`src/rtl/csa_pkg.sv`:
```
// csa_pkg: shared defaults for the carry-select adder slice.
//   DEFAULT_WIDTH : operand / sum width in bits
//   DEFAULT_BLOCK : bits per carry-select segment
//   NUM_BLOCKS    : segment count at the default sizing
package csa_pkg;
  localparam int DEFAULT_WIDTH = 32;
  localparam int DEFAULT_BLOCK = 4;
  localparam int NUM_BLOCKS    = DEFAULT_WIDTH / DEFAULT_BLOCK;
endpackage

```
`src/rtl/rca_block.sv`:
```
// rca_block: BLOCK-bit ripple-carry adder built from full-adder equations.
//   x, y : BLOCK-bit addends
//   ci   : carry into bit 0
//   s    : BLOCK-bit sum
//   co   : carry out of bit BLOCK-1
module rca_block
  import csa_pkg::*;
#(
  parameter int BLOCK = DEFAULT_BLOCK
) (
  input  logic [BLOCK-1:0] x,
  input  logic [BLOCK-1:0] y,
  input  logic             ci,
  output logic [BLOCK-1:0] s,
  output logic             co
);

  logic [BLOCK:0] c;

  always_comb begin
    c    = '0;
    s    = '0;
    c[0] = ci;
    for (int i = 0; i < BLOCK; i++) begin
      s[i]   = x[i] ^ y[i] ^ c[i];
      c[i+1] = (x[i] & y[i]) | (c[i] & (x[i] ^ y[i]));
    end
  end

  assign co = c[BLOCK];

endmodule

```
`src/rtl/carry_select_adder.sv`:
```
// carry_select_adder: registered WIDTH-bit carry-select adder, 1-cycle latency.
//   clk  : clock, rising edge
//   rst  : asynchronous active-high reset, clears sum/cout
//   a, b : WIDTH-bit unsigned operands
//   cin  : carry into bit 0
//   sum  : registered (a + b + cin) mod 2^WIDTH
//   cout : registered carry out of bit WIDTH-1
// WIDTH must be a multiple of BLOCK.
module carry_select_adder
  import csa_pkg::*;
#(
  parameter int WIDTH = DEFAULT_WIDTH,
  parameter int BLOCK = DEFAULT_BLOCK
) (
  input  logic             clk,
  input  logic             rst,
  input  logic [WIDTH-1:0] a,
  input  logic [WIDTH-1:0] b,
  input  logic             cin,
  output logic [WIDTH-1:0] sum,
  output logic             cout
);

  localparam int NSEG = WIDTH / BLOCK;

  // Per-segment candidates: index 0 = computed with carry-in 0, 1 = carry-in 1.
  logic [BLOCK-1:0] s0  [NSEG];
  logic [BLOCK-1:0] s1  [NSEG];
  logic             co0 [NSEG];
  logic             co1 [NSEG];

  logic [WIDTH-1:0] sum_next;
  logic             carry;

  for (genvar k = 0; k < NSEG; k++) begin : g_seg
    if (k == 0) begin : g_first
      rca_block #(.BLOCK(BLOCK)) u_rca (
        .x  (a[BLOCK-1:0]),
        .y  (b[BLOCK-1:0]),
        .ci (cin),
        .s  (s0[0]),
        .co (co0[0])
      );
      // Segment 0 has a single adder fed by cin; mirroring it into the
      // carry-in-1 slot keeps the select loop below uniform.
      assign s1[0]  = s0[0];
      assign co1[0] = co0[0];
    end else begin : g_sel
      rca_block #(.BLOCK(BLOCK)) u_rca0 (
        .x  (a[k*BLOCK +: BLOCK]),
        .y  (b[k*BLOCK +: BLOCK]),
        .ci (1'b0),
        .s  (s0[k]),
        .co (co0[k])
      );
      rca_block #(.BLOCK(BLOCK)) u_rca1 (
        .x  (a[k*BLOCK +: BLOCK]),
        .y  (b[k*BLOCK +: BLOCK]),
        .ci (1'b1),
        .s  (s1[k]),
        .co (co1[k])
      );
    end
  end

  // Select chain: each segment's carry-out steers the next segment's mux.
  always_comb begin
    sum_next = '0;
    carry    = cin;
    for (int k = 0; k < NSEG; k++) begin
      if (carry) begin
        sum_next[k*BLOCK +: BLOCK] = s1[k];
        carry                      = co1[k];
      end else begin
        sum_next[k*BLOCK +: BLOCK] = s0[k];
        carry                      = co0[k];
      end
    end
  end

  always_ff @(posedge clk or posedge rst) begin
    if (rst) begin
      sum  <= '0;
      cout <= 1'b0;
    end else begin
      sum  <= sum_next;
      cout <= carry;
    end
  end

endmodule

```
`config.mk`:
```
export PLATFORM = sky130hd
export DESIGN_NAME = carry_select_adder
export DESIGN_NICKNAME = d
export VERILOG_FILES = /design/src/rtl/csa_pkg.sv /design/src/rtl/rca_block.sv /design/src/rtl/carry_select_adder.sv
export SDC_FILE = /design/constraint.sdc
export NUM_CORES = 1
export LEC_CHECK = 0
export BUFFER_PORTS_ARGS = -buffer_cell sky130_fd_sc_hd__buf_2
export CORE_MARGIN = 2
export CORE_UTILIZATION = 30
export CTS_CLUSTER_DIAMETER = 80
export DETAILED_ROUTE_END_ITERATION = 12
export PLACE_DENSITY = 0.54
export SYNTH_ARGS = -nofsm -noshare
export SYNTH_HDL_FRONTEND = slang
export SYNTH_SLANG_ARGS = --single-unit
```
`constraint.sdc`:
```
create_clock -name clk -period 2.1 [get_ports clk]
set_input_delay 0.105 -clock clk [delete_from_list [all_inputs] [get_ports clk]]
set_output_delay 0.105 -clock clk [all_outputs]
set_load 0.03 [all_outputs]
```
# Word-level counts from Yosys, hierarchy flattened
# Index checks and enable logic that the tools add are counted.
[totals]
ff_bits = 33
latch_bits = 0
ram_bits = 0
mem_bits_ro = 0
input_bits = 67
output_inout_bits = 33
elab_cells = 232
mem_count = 0
[classes]
addsub = 0
mul = 0
div_mod_pow = 0
magnitude_cmp = 0
eq_ne = 0
shift = 0
mux = 14
bitwise_logic = 216
reduce_logical = 0
[ops]
columns = ["operator", "n"]
rows = [
  ["$and A1 B1 Y1", 78],
  ["$xor A1 B1 Y1", 78],
  ["$or A1 B1 Y1", 53],
  ["$mux W4", 7],
  ["$mux W1", 7],
  ["$not A1 Y1", 7],
]

# Logic depth before layout (Yosys ltp)
[depth]
depth_word = 16
depth_mapped = 43
ltp_nobuf = 43

# Cells and area by module
# From an unflattened synthesis, not the netlist that was laid out.
[unflattened]
cells_unflattened = 362
hier_area_um2 = 3407.0
[by_module_without_submodules]
columns = ["module", "instances", "cells_each", "area_each_um2", "seq_area_each_um2"]
rows = [
  ["rca_block", 15, 14, 117.6, 0.0],
  ["carry_select_adder", 1, 152, 1642.8, 825.8],
]

# Worst setup path after synthesis
# Ideal clock, no wire load.
[synth_timing]
kind = "input-to-reg"
startpoint = "input port a[0]"
endpoint = "register sum[31]"
setup_time_ns = 0.114
arrival_ns = 9.845
required_ns = 1.986
path_slack_ns = -7.858
path_stages = 42
n_path_buf = 0
path_cell_list = "fa_1 -> fa_1 -> fa_1 -> inv_1 -> fa_1 -> o21ai_0 -> fa_1 -> fa_1 -> inv_1 -> fa_1 -> mux2i_1 -> fa_1 -> inv_1 -> fa_1 -> fa_1 -> mux2i_1 -> fa_1 -> inv_1 -> [6 not listed] -> fa_1 -> mux2i_1 -> fa_1 -> inv_1 -> fa_1 -> fa_1 -> mux2i_1 -> fa_1 -> inv_1 -> fa_1 -> fa_1 -> mux2i_1 -> fa_1 -> inv_1 -> fa_1 -> inv_1 -> fa_1 -> inv_1"
[synth_via]
elab_chain_cells = 16
elab_cells_between_ends = 17
cone_classes = "mux: 7; bitwise: 10"
[synth_rtl]
columns = ["item", "line_no", "source"]
rows = [
  ["from (decl)", "carry_select_adder.sv:17", "input logic [WIDTH-1:0] a,"],
  ["$xor A1 B1 Y1", "rca_block.sv:26", "c[i+1] = (x[i] & y[i]) | (c[i] & (x[i] ^ y[i]));"],
  ["$and A1 B1 Y1", "rca_block.sv:26", ""],
  ["$or A1 B1 Y1 *", "rca_block.sv:26", ""],
  ["$and A1 B1 Y1 *", "rca_block.sv:26", ""],
  ["$or A1 B1 Y1 *", "rca_block.sv:26", ""],
  ["$and A1 B1 Y1 *", "rca_block.sv:26", ""],
  ["$or A1 B1 Y1 *", "rca_block.sv:26", ""],
  ["$and A1 B1 Y1 *", "rca_block.sv:26", ""],
  ["$or A1 B1 Y1 *", "rca_block.sv:26", ""],
  ["$mux W1 * (6 in series)", "carry_select_adder.sv:71", "if (carry) begin"],
  ["$mux W4 *", "carry_select_adder.sv:71", ""],
  ["named net sum_next[31]", "carry_select_adder.sv:32", "logic [WIDTH-1:0] sum_next;"],
  ["to (signal assigned)", "carry_select_adder.sv:86", "sum <= sum_next;"],
  ["to (decl)", "carry_select_adder.sv:20", "output logic [WIDTH-1:0] sum,"],
]
# The timed path passes the listed nets; every way through them passes the cells marked *.

# Worst setup path in the final report
# Same ends and word-level chain as after synthesis.

==> results.cfg <==
[run_status]
status = finished with violations
violated_checks = setup timing

[critical_path]
path_class = input pin to register
worst_ep_arrival_time_ps = 9780
slowest_delay_ps = 520
critPathLaunchType = input pin
worst_path_max_delay_cell = sky130_fd_sc_hd__fa_2
crit_fanout = 2
critPathLaunch = a[0]
crit_path_end_kind = register
cp_data_required_time_ps = 2270
critPathMostFrequentCell = sky130_fd_sc_hd__fa_2

[power_and_ir_drop]
power_switching_mw = 0.7455
ir_drop_mv = 0.2870
cell_internal_pwr_mw = 1.356
leakage_nw = 1.519
netSwitchingFraction_pct = 35.47
post-layout-total-power_mw = 2.102
pwr-share-seq_pct = 37.7
share_comb_of_total_power_pct = 37.9
pwr_density_cell_mw_per_mm2 = 757.3
portion_of_total_power_attributed_to_the_clock_network_pct = 24.4

[timing]
unrepaired_setup_endpoints_after_global_routing = yes
slew-limit-headroom_pct = 71.94
hold_viol = 0
fin_crit_ps = 9610
report.final.setup_viol = 27
setup-tns-final_ps = -105910
tightestPinTransition_ps = 420.8
report.final.slew_viol_count = 0
max_clk_rate_mhz = 104.1
timing.final.crit_share_pct = 457.6
final_critical_path_setup_slack_ps = -7510

[synth]
avgSynthCellArea_um2 = 12.75
yosys.area.top_type = sky130_fd_sc_hd__dfrtp_1
netlist-cell-type-count = 9
synth.ff_latch_count = 33
post_synthesis_net_count = 251
async_sr_flop_fraction_pct = 100.0
synth_flop_cell = sky130_fd_sc_hd__dfrtp_1
post_synth_main_area_contributors = sky130_fd_sc_hd__dfrtp_1, sky130_fd_sc_hd__fa_1, sky130_fd_sc_hd__inv_1
synth_edf_count = 0
synthCells = 145
yosys_warnings = 0
synthesis.area_mm2 = 0.001849
synth_top_area_share_pct = 44.65
synthMostInstantiatedCell = sky130_fd_sc_hd__inv_1
post_synth_most_frequent_cells = sky130_fd_sc_hd__inv_1, sky130_fd_sc_hd__dfrtp_1, sky130_fd_sc_hd__fa_1
ys_seq_area_share_pct = 44.65

[global_route]
grt.met2_usage_pct = 19.60
first_global_vias = 1374
grt_usage_pct = 11.62
grt_first_pass_wirelength_um = 5885
global_route.overflow_total = 0
grt_antenna_before_repair = 0
grt_busiest_layer = met2
grt_use_met1_pct = 13.65
met3_usage_pct = 4.022
pin_count_of_the_biggest_net_entering_global_routing = 34

[clock_network]
h_tree_level_count = 2
cts_tree = built
cts.sink_count = 33
cts.root.buffer_cell = sky130_fd_sc_hd__clkbuf_8
max-clock-path-buffers = 2
clk_transition_reported_paths_ps = 70
cts_inserted_buffers = 5

[die]
die_width_um = 82.51
start_util_pct = 31.05
fp-row-count = 28
io_pins = 100
die_area_mm2 = 0.006808
chipHeight_um = 82.51
design.core.area_mm2 = 0.005956

[detailed_routing]
num_vias = 1304
detail_route.drc_violations = 0
wl_per_cell_um = 10.75
drtAntennaViolNets = 0
totalWireLength_um = 3688
dr.pass1.iters = 2
route.detailed.vias_per_inst = 3.802
initialDrtViolationCount = 18

[run]
max_cap_check_violation_count = 0

[placement]
dp_hpwl_um = 3085
placement.io_buffers = 99
gp_routability_congestion = 0.7098
postPlaceCellArea_mm2 = 0.002562

[final_layout]
antenna_cells = 0
multiInputGateArea_um2 = 904.6
regArea_um2 = 825.8
final_instance_area_mm2 = 0.002775
net_total_in_the_final_layout = 373
filler_cell_count = 573
area_growth_pct = 50.07
fraction_of_final_layout_cells_sized_beyond_drive_strength_1_pct = 63.43
finish.utilization_pct = 46.60

[min_path]
holdPathEnd = sum[15]
timing.hold.worst_path_depth = 2
timing.hold.worst.class = input pin to register
timing.hold.worst.start = b[15]
[power groups by stage]
stage	Combinational, mW	Clock [mW]	Sequential, mW
floorplan	0.193	0	1.08
global placement	0.743	0	0.804
detailed placement	0.753	0	0.807
CTS	0.797	0.540	0.795
global route	0.881	0.566	0.808
finish	0.796	0.512	0.793
[logic make-up (layout without fill, tap and decap cells)]
| kind of cell | after synthesis | count (layout) | share of synthesized area (%) |
|---|---|---|---|
| AND/OR/NAND/NOR | 1 | 1 | 0.2028 |
| AO/OA/AOI/OAI | 1 | 1 | 0.2704 |
| adder cells (fa/ha/maj) | 39 | 39 | 36.54 |
| buffers and inverters | 58 | 181 | 11.77 |
| flip-flops | 33 | 33 | 44.65 |
| XOR/XNOR | 7 | 7 | 3.315 |
| multiplexers | 6 | 6 | 3.248 |
[worst max-delay path: cells and delay by family]
family,cells,cell delay (ps)
mux,6,1240
compound gates,1,60
fa+ha+maj,25,7860
buf+inv,11,550
[state kept, by name, indices dropped and copies added (netlist names)]
register and flops:
cout 1, sum 32
[how the worst max path moves through the flow]
stage | to | cells past startpoint | slack (ps)
3_5_place_dp | sum[31] | 43 | -7920
5_1_grt | sum[31] | 43 | -7890
2_1_floorplan | sum[31] | 42 | -7400
6_report | sum[31] | 43 | -7510
4_1_cts | sum[31] | 43 | -7560
3_3_place_gp | sum[31] | 43 | -7930
[what timing repair did]
action,in CTS,in global routing
buffers inserted,6,1
hold endpoints to repair,33,0
hold buffers,1,0
pin swaps,6,5
endpoints found under the setup margin,27,27
gates resized for setup,16,7
[layout by cell type (no fill, tap or decap), drive strengths merged]
cell type,n
buf,114
clkbuf,7
clkinv,1
dfrtp,33
dlygate4sd3,1
fa,25
ha,14
inv,58
mux2i,6
nand2,1
o21ai,1
xnor2,2
xor2,5
[final cells by class]
class                   instances  share of cell area [%]
well taps                      75                   3.381
flip-flops and latches         33                   29.76
repair buffers                115                   22.77
clock buffers                   7                   3.472
clock inverters                 1                  0.1803
inverters                      58                   7.845
multi-input cells              54                   32.60
[per-stage QoR]
stage,instances,hold WS (ps),setup slack [ps]
3_5_place_dp,327,224.7,-7915
5_1_grt,343,119.8,-7889
6_report,343,129.3,-7510
3_3_place_gp,327,225.8,-7931
4_1_cts,342,118.7,-7562
2_1_floorplan,145,233.9,-7397
[layer usage]
| layer | share of wire [%] | vias up |
|---|---|---|
| li1 | - | 634 |
| met1 | 37 | 616 |
| met2 | 51 | 52 |
| met3 | 11 | 2 |
| met4 | 0.54 | 0 |
| met5 | 0 | - |
Power figures use the tool's default switching activity.
